`config.mk`:
```
export PLATFORM = sky130hd
export DESIGN_NAME = gray_updown_counter
export DESIGN_NICKNAME = d
export VERILOG_FILES = /design/src/rtl/gray_updown_counter.sv
export SDC_FILE = /design/constraint.sdc
export NUM_CORES = 1
export LEC_CHECK = 0
export ABC_CLOCK_PERIOD_IN_PS = 3850
export CORE_MARGIN = 4
export CORE_UTILIZATION = 52
export DETAILED_ROUTE_END_ITERATION = 8
export PLACE_DENSITY = 0.81
export SLEW_MARGIN = 30
export SYNTH_ARGS = -nofsm -noshare
export SYNTH_HDL_FRONTEND = slang
export SYNTH_SLANG_ARGS = --single-unit
```
`constraint.sdc`:
```
create_clock -name clk -period 3.85 [get_ports clk]
set_clock_uncertainty 0.05 [all_clocks]
set_input_delay 0.77 -clock clk [delete_from_list [all_inputs] [get_ports clk]]
set_output_delay 0.77 -clock clk [all_outputs]
set_load 0.05 [all_outputs]
```
`src/rtl/gray_updown_counter.sv`:
```
// rtl/gray_updown_counter.sv - registered up/down counter with cycle-aligned binary and Gray outputs
//
// Purpose:
//   One registered binary counter whose Gray image is computed from the next
//   binary value and registered alongside it. This keeps gray_cnt exactly
//   bin_cnt ^ (bin_cnt >> 1) in every cycle. The counter supports parallel
//   load, wrap or saturate at the bounds, a terminal-count pulse, and the
//   index of the single Gray bit that moved on each counting step.
//
// Ports:
//   clk       in   1      rising-edge clock
//   rst       in   1      synchronous reset, active-high (highest priority)
//   enb       in   1      count enable
//   rise      in   1      direction, 1 = up / 0 = down (used only when enb=1)
//   load      in   1      parallel load strobe (overrides enb)
//   load_val  in   WIDTH  binary value to load
//   bin_cnt   out  WIDTH  registered binary count
//   gray_cnt  out  WIDTH  registered Gray code of bin_cnt
//   tc        out  1      terminal-count pulse (bound reached by an enb step)
//   chg_vld   out  1      count moved because of an enb step this cycle
//   chg_idx   out  IDX_W  index of the Gray bit that toggled on the last move

module gray_updown_counter #(
    parameter int                WIDTH   = 12,
    parameter int                WRAP    = 1,
    parameter logic [WIDTH-1:0]  RST_VAL = '0,
    parameter int                IDX_W   = $clog2(WIDTH)
) (
    input  logic              clk,
    input  logic              rst,
    input  logic              enb,
    input  logic              rise,
    input  logic              load,
    input  logic [WIDTH-1:0]  load_val,
    output logic [WIDTH-1:0]  bin_cnt,
    output logic [WIDTH-1:0]  gray_cnt,
    output logic              tc,
    output logic              chg_vld,
    output logic [IDX_W-1:0]  chg_idx
);

    localparam logic [WIDTH-1:0] RST_GRAY = RST_VAL ^ (RST_VAL >> 1);

    logic [WIDTH-1:0] bin_next;
    logic [WIDTH-1:0] gray_next;
    logic [WIDTH-1:0] gray_diff;
    logic             tc_next;
    logic             step;
    logic [IDX_W-1:0] idx_next;
    logic             at_max;
    logic             at_min;

    assign at_max = &bin_cnt;
    assign at_min = ~|bin_cnt;

    // Next binary value, terminal-count and "count actually moved" decode.
    // In saturate mode a push against a bound raises tc but not step.
    always_comb begin
        bin_next = bin_cnt;
        tc_next  = 1'b0;
        step     = 1'b0;
        if (load) begin
            bin_next = load_val;
        end else if (enb) begin
            if (rise) begin
                if (!at_max) begin
                    bin_next = bin_cnt + 1'b1;
                    step     = 1'b1;
                end else begin
                    tc_next = 1'b1;
                    if (WRAP != 0) begin
                        bin_next = '0;
                        step     = 1'b1;
                    end
                end
            end else begin
                if (!at_min) begin
                    bin_next = bin_cnt - 1'b1;
                    step     = 1'b1;
                end else begin
                    tc_next = 1'b1;
                    if (WRAP != 0) begin
                        bin_next = '1;
                        step     = 1'b1;
                    end
                end
            end
        end
    end

    // The Gray code comes from the next binary value, so both registers update on the same edge.
    assign gray_next = bin_next ^ (bin_next >> 1);
    assign gray_diff = gray_next ^ gray_cnt;

    // On a one-step move gray_diff is one-hot, so a simple priority scan encodes it.
    always_comb begin
        idx_next = '0;
        for (int i = 0; i < WIDTH; i++) begin
            if (gray_diff[i]) begin
                idx_next = IDX_W'(i);
            end
        end
    end

    always_ff @(posedge clk) begin
        if (rst) begin
            bin_cnt  <= RST_VAL;
            gray_cnt <= RST_GRAY;
            tc       <= 1'b0;
            chg_vld  <= 1'b0;
            chg_idx  <= '0;
        end else begin
            bin_cnt  <= bin_next;
            gray_cnt <= gray_next;
            tc       <= tc_next;
            chg_vld  <= step;
            if (step) begin
                chg_idx <= idx_next;
            end
        end
    end

endmodule

```
==> impl_metrics.tcl <==
set metrics [dict create \
    timing.setup.tns_ns 0 \
    yosys_register_bits 29 \
    port-buffer-count 46 \
    cap_viol_max_count 0 \
    grt_first_pass_wirelength_um 11300 \
    worst_skew_pair.late_latency_ns 0.28 \
    postCtsSetupRepairBufs 0 \
    number_of_enable_type_register_cells_in_the_synthesized_netlist 0 \
    tritoncts_clock_tree "done" \
    yosysSeqAreaShare 0.248 \
    syn-num-nets 310 \
    tritoncts_buffers 5 \
    worst-r2r-cell-count 11 \
    peakVddDrop_uv 372 \
    timing.reg2reg.setup_slack_ns 0.53 \
    timing.final.setup_violations 0 \
    slew_viol_final 0 \
    num_io_pins 47 \
    clock_tree.root_cell "clkbuf_8" \
    synth_area_leaders "dfxtp_1 (25%), nor2_1 (5.6%), xor2_1 (4.9%)" \
    grt_overflow_total 0 \
    clock_tree.htree_level_count 2 \
    row_count 24 \
    worstPathArrival_ns 3.58 \
    die-area_um2 5640 \
    post_synthesis_instance_area_um2 2340 \
    post-route-min-period_ns 3.47 \
    hold_start "chg_idx[1]$_SDFFE_PP0P_" \
    cts-root-to-sink-buffers 2 \
    worst-endpoint-required_ns 3.96 \
    drt_first_iter_violations 276 \
    max_slew.worst_pin.slew_ns 0.566 \
    worst_setup_path_end_kind "flop" \
    number_of_nets_in_the_layout 365 \
    power.leakage_uw 0.00120 \
    synth_cell_types 76 \
    fin_hold_ws_ns 0.448 \
    track_usage 0.263 \
    post-route-drc-count 0 \
    die-width_um 75.1 \
    final_core_utilization 0.703 \
    maxClockFrequency_ghz 0.288 \
    yosysTopAreaCell "dfxtp_1" \
    slew_headroom 0.622 \
    clock_pin_slew_of_the_registers_on_the_worst_case_setup_and_hold_paths_ns 0.06 \
    criticalPathCategory "primary input to flop" \
    worst_hold_path.endpoint "chg_idx[1]$_SDFFE_PP0P_" \
    worstHoldPathType "flop to flop" \
    rsz0062_at_grt "no" \
    status "finished clean" \
    fin_crit_sh 0.901 \
    hpwl_um 5220 \
    pre_cts_slack_ns 0.138 \
    grt_max_degree 26 \
    tritoncts_num_sinks 29 \
    route.antenna.remaining_nets 0 \
    r2r_start "bin_cnt[0]$_SDFF_PP0_" \
    initial_antenna_violation_count 0 \
    startpoint_type "primary input" \
    drive_gt1_frac 0.162 \
    pwr_density_cell_nw_per_um2 403 \
    min_delay_path_depth 2 \
    synthFlopType "dfxtp_1" \
    floorplan.initialDensity 0.537 \
    drt-pass1-iter-count 5 \
    yosysWarningCount 0 \
    synthesis.area_per_instance_um2 8.07 \
    number_of_global_route_vias_before_repair 2372 \
    synth_cells 290 \
    core_area_um2 4350 \
    hold_violations 0 \
    post_dr_wirelength_cell_um 17.4 \
    antenna_cells_inserted 0 \
    cts_hold_buf 0 \
    wirelength_um 6920 \
    layout-area-overhead-vs-synth_pct 30.9 \
    viasPerCell 6.27 \
    vias 2494 \
    gp_routability_congestion 0.950 \
    die_height_um 75.1 \
    synth_largest_type_area_fraction 0.248 \
    power_uw 1230 \
    critPathMaxFanout 11 \
    cts_resized 0 \
    r2r-end "chg_idx[0]$_SDFFE_PP0P_" \
    timing.final.ws_setup_ns 0.382 \
    postSynth.asyncResetShare 0 \
]
==> sequential cells by signal, summed over array words and instances (netlist names) <==
name	count
chg_idx	4
gray_cnt	11
tc	1
bin_cnt	12
chg_vld	1
==> layout by cell type (no fill, tap or decap), drive strengths merged, types with 7 or more instances in the layout <==
cell,synthesis,layout
o21ai,7,7
nand2,19,19
a21oi,8,8
clkdlybuf4s50,0,46
nand3,10,10
dfxtp,29,29
and2,8,8
inv,9,9
and3,9,9
clkbuf,7,7
nor2,35,35
nor4,8,8
nor3,8,8
xnor2,12,12
buf,14,23
xor2,14,14
a31oi,7,7
==> how the worst max path moves through the flow <==
stage                          startpoint                       to  slack, ns  cells past startpoint
finish                                enb  chg_idx[0]$_SDFFE_PP0P_       0.38                     12
detailed placement                    enb  chg_idx[0]$_SDFFE_PP0P_       0.14                     12
CTS                                   enb  chg_idx[0]$_SDFFE_PP0P_       0.42                     11
global route                         rise  chg_idx[0]$_SDFFE_PP0P_       0.19                     11
floorplan           bin_cnt[0]$_SDFF_PP0_  chg_idx[2]$_SDFFE_PP0P_       0.54                     11
global placement                      enb  chg_idx[0]$_SDFFE_PP0P_       0.21                     12
==> stage by stage <==
stage | instances | instance area [µm²]
2_1_floorplan | 290 | 2340
3_3_place_gp | 390 | 2950
3_5_place_dp | 390 | 2950
4_1_cts | 398 | 3060
5_1_grt | 398 | 3060
6_report | 398 | 3060
==> power breakdown <==
group | leakage, µW | internal (µW) | switching, µW
Clock | 0.0000585 | 211 | 117
Combinational | 0.000905 | 218 | 312
Sequential | 0.000240 | 331 | 44.8
==> cell families (layout without fill, tap and decap cells) <==
group,count (synthesis),count (layout),share of synthesized area
multiplexers,6,6,0.0257
AO/OA/AOI/OAI,68,68,0.244
XOR/XNOR,26,26,0.101
flip-flops,29,29,0.248
adder cells (fa/ha/maj),3,3,0.0160
buffers and inverters,30,86,0.0588
AND/OR/NAND/NOR,128,128,0.307
==> Yosys cell counts (2+ instances only) <==
library cell	number
nand2_1	19
nor2_1	35
xor2_1	13
a311oi_1	2
o31ai_1	2
nor3_1	6
clkbuf_1	7
and3_1	9
or3_1	3
mux2i_1	6
a211oi_1	4
or2_2	5
o31a_1	2
nand4_1	6
inv_1	8
xnor2_1	12
o21ai_0	5
buf_4	2
nor2b_1	2
o41ai_1	3
ha_1	3
o21a_1	3
o211ai_1	3
a21oi_1	7
buf_1	3
buf_2	8
dfxtp_1	29
o211a_1	4
or4_1	3
a31oi_1	6
nor3_2	2
o2111ai_1	2
nor4_2	2
nor3b_1	2
and2_1	7
nand3_1	10
nor4_1	5
nand2b_1	2
==> cell type report <==
| cell class | instances | area (µm²) |
|---|---|---|
| inverter | 9 | 33.8 |
| sequential | 29 | 581 |
| multi-input combinational | 231 | 1620 |
| fill | 353 | 1290 |
| clock inverter | 1 | 30.0 |
| clock buffer | 7 | 86.3 |
| tap | 52 | 65.1 |
| timing repair buffer | 69 | 646 |
==> layer usage <==
layer  wire, µm  part of all wire  global-route usage
met5          0                 0                   0
met4        146             0.021               0.109
met3        504             0.073              0.0401
met2       3330              0.48               0.426
met1       2930              0.42               0.347
==> critical path, stage by stage <==
cell and delay [ns]:
clkdlybuf4s50_1 0.47, buf_4 0.17, buf_4 0.15, nand2_1 0.06, mux2i_1 0.18, nor4b_1 0.46, a211oi_4 0.13, xor2_1 0.20
a311o_1 0.29, a221o_1 0.30, a311oi_1 0.29, o41ai_1 0.11
(Power assumes the default switching activity.)
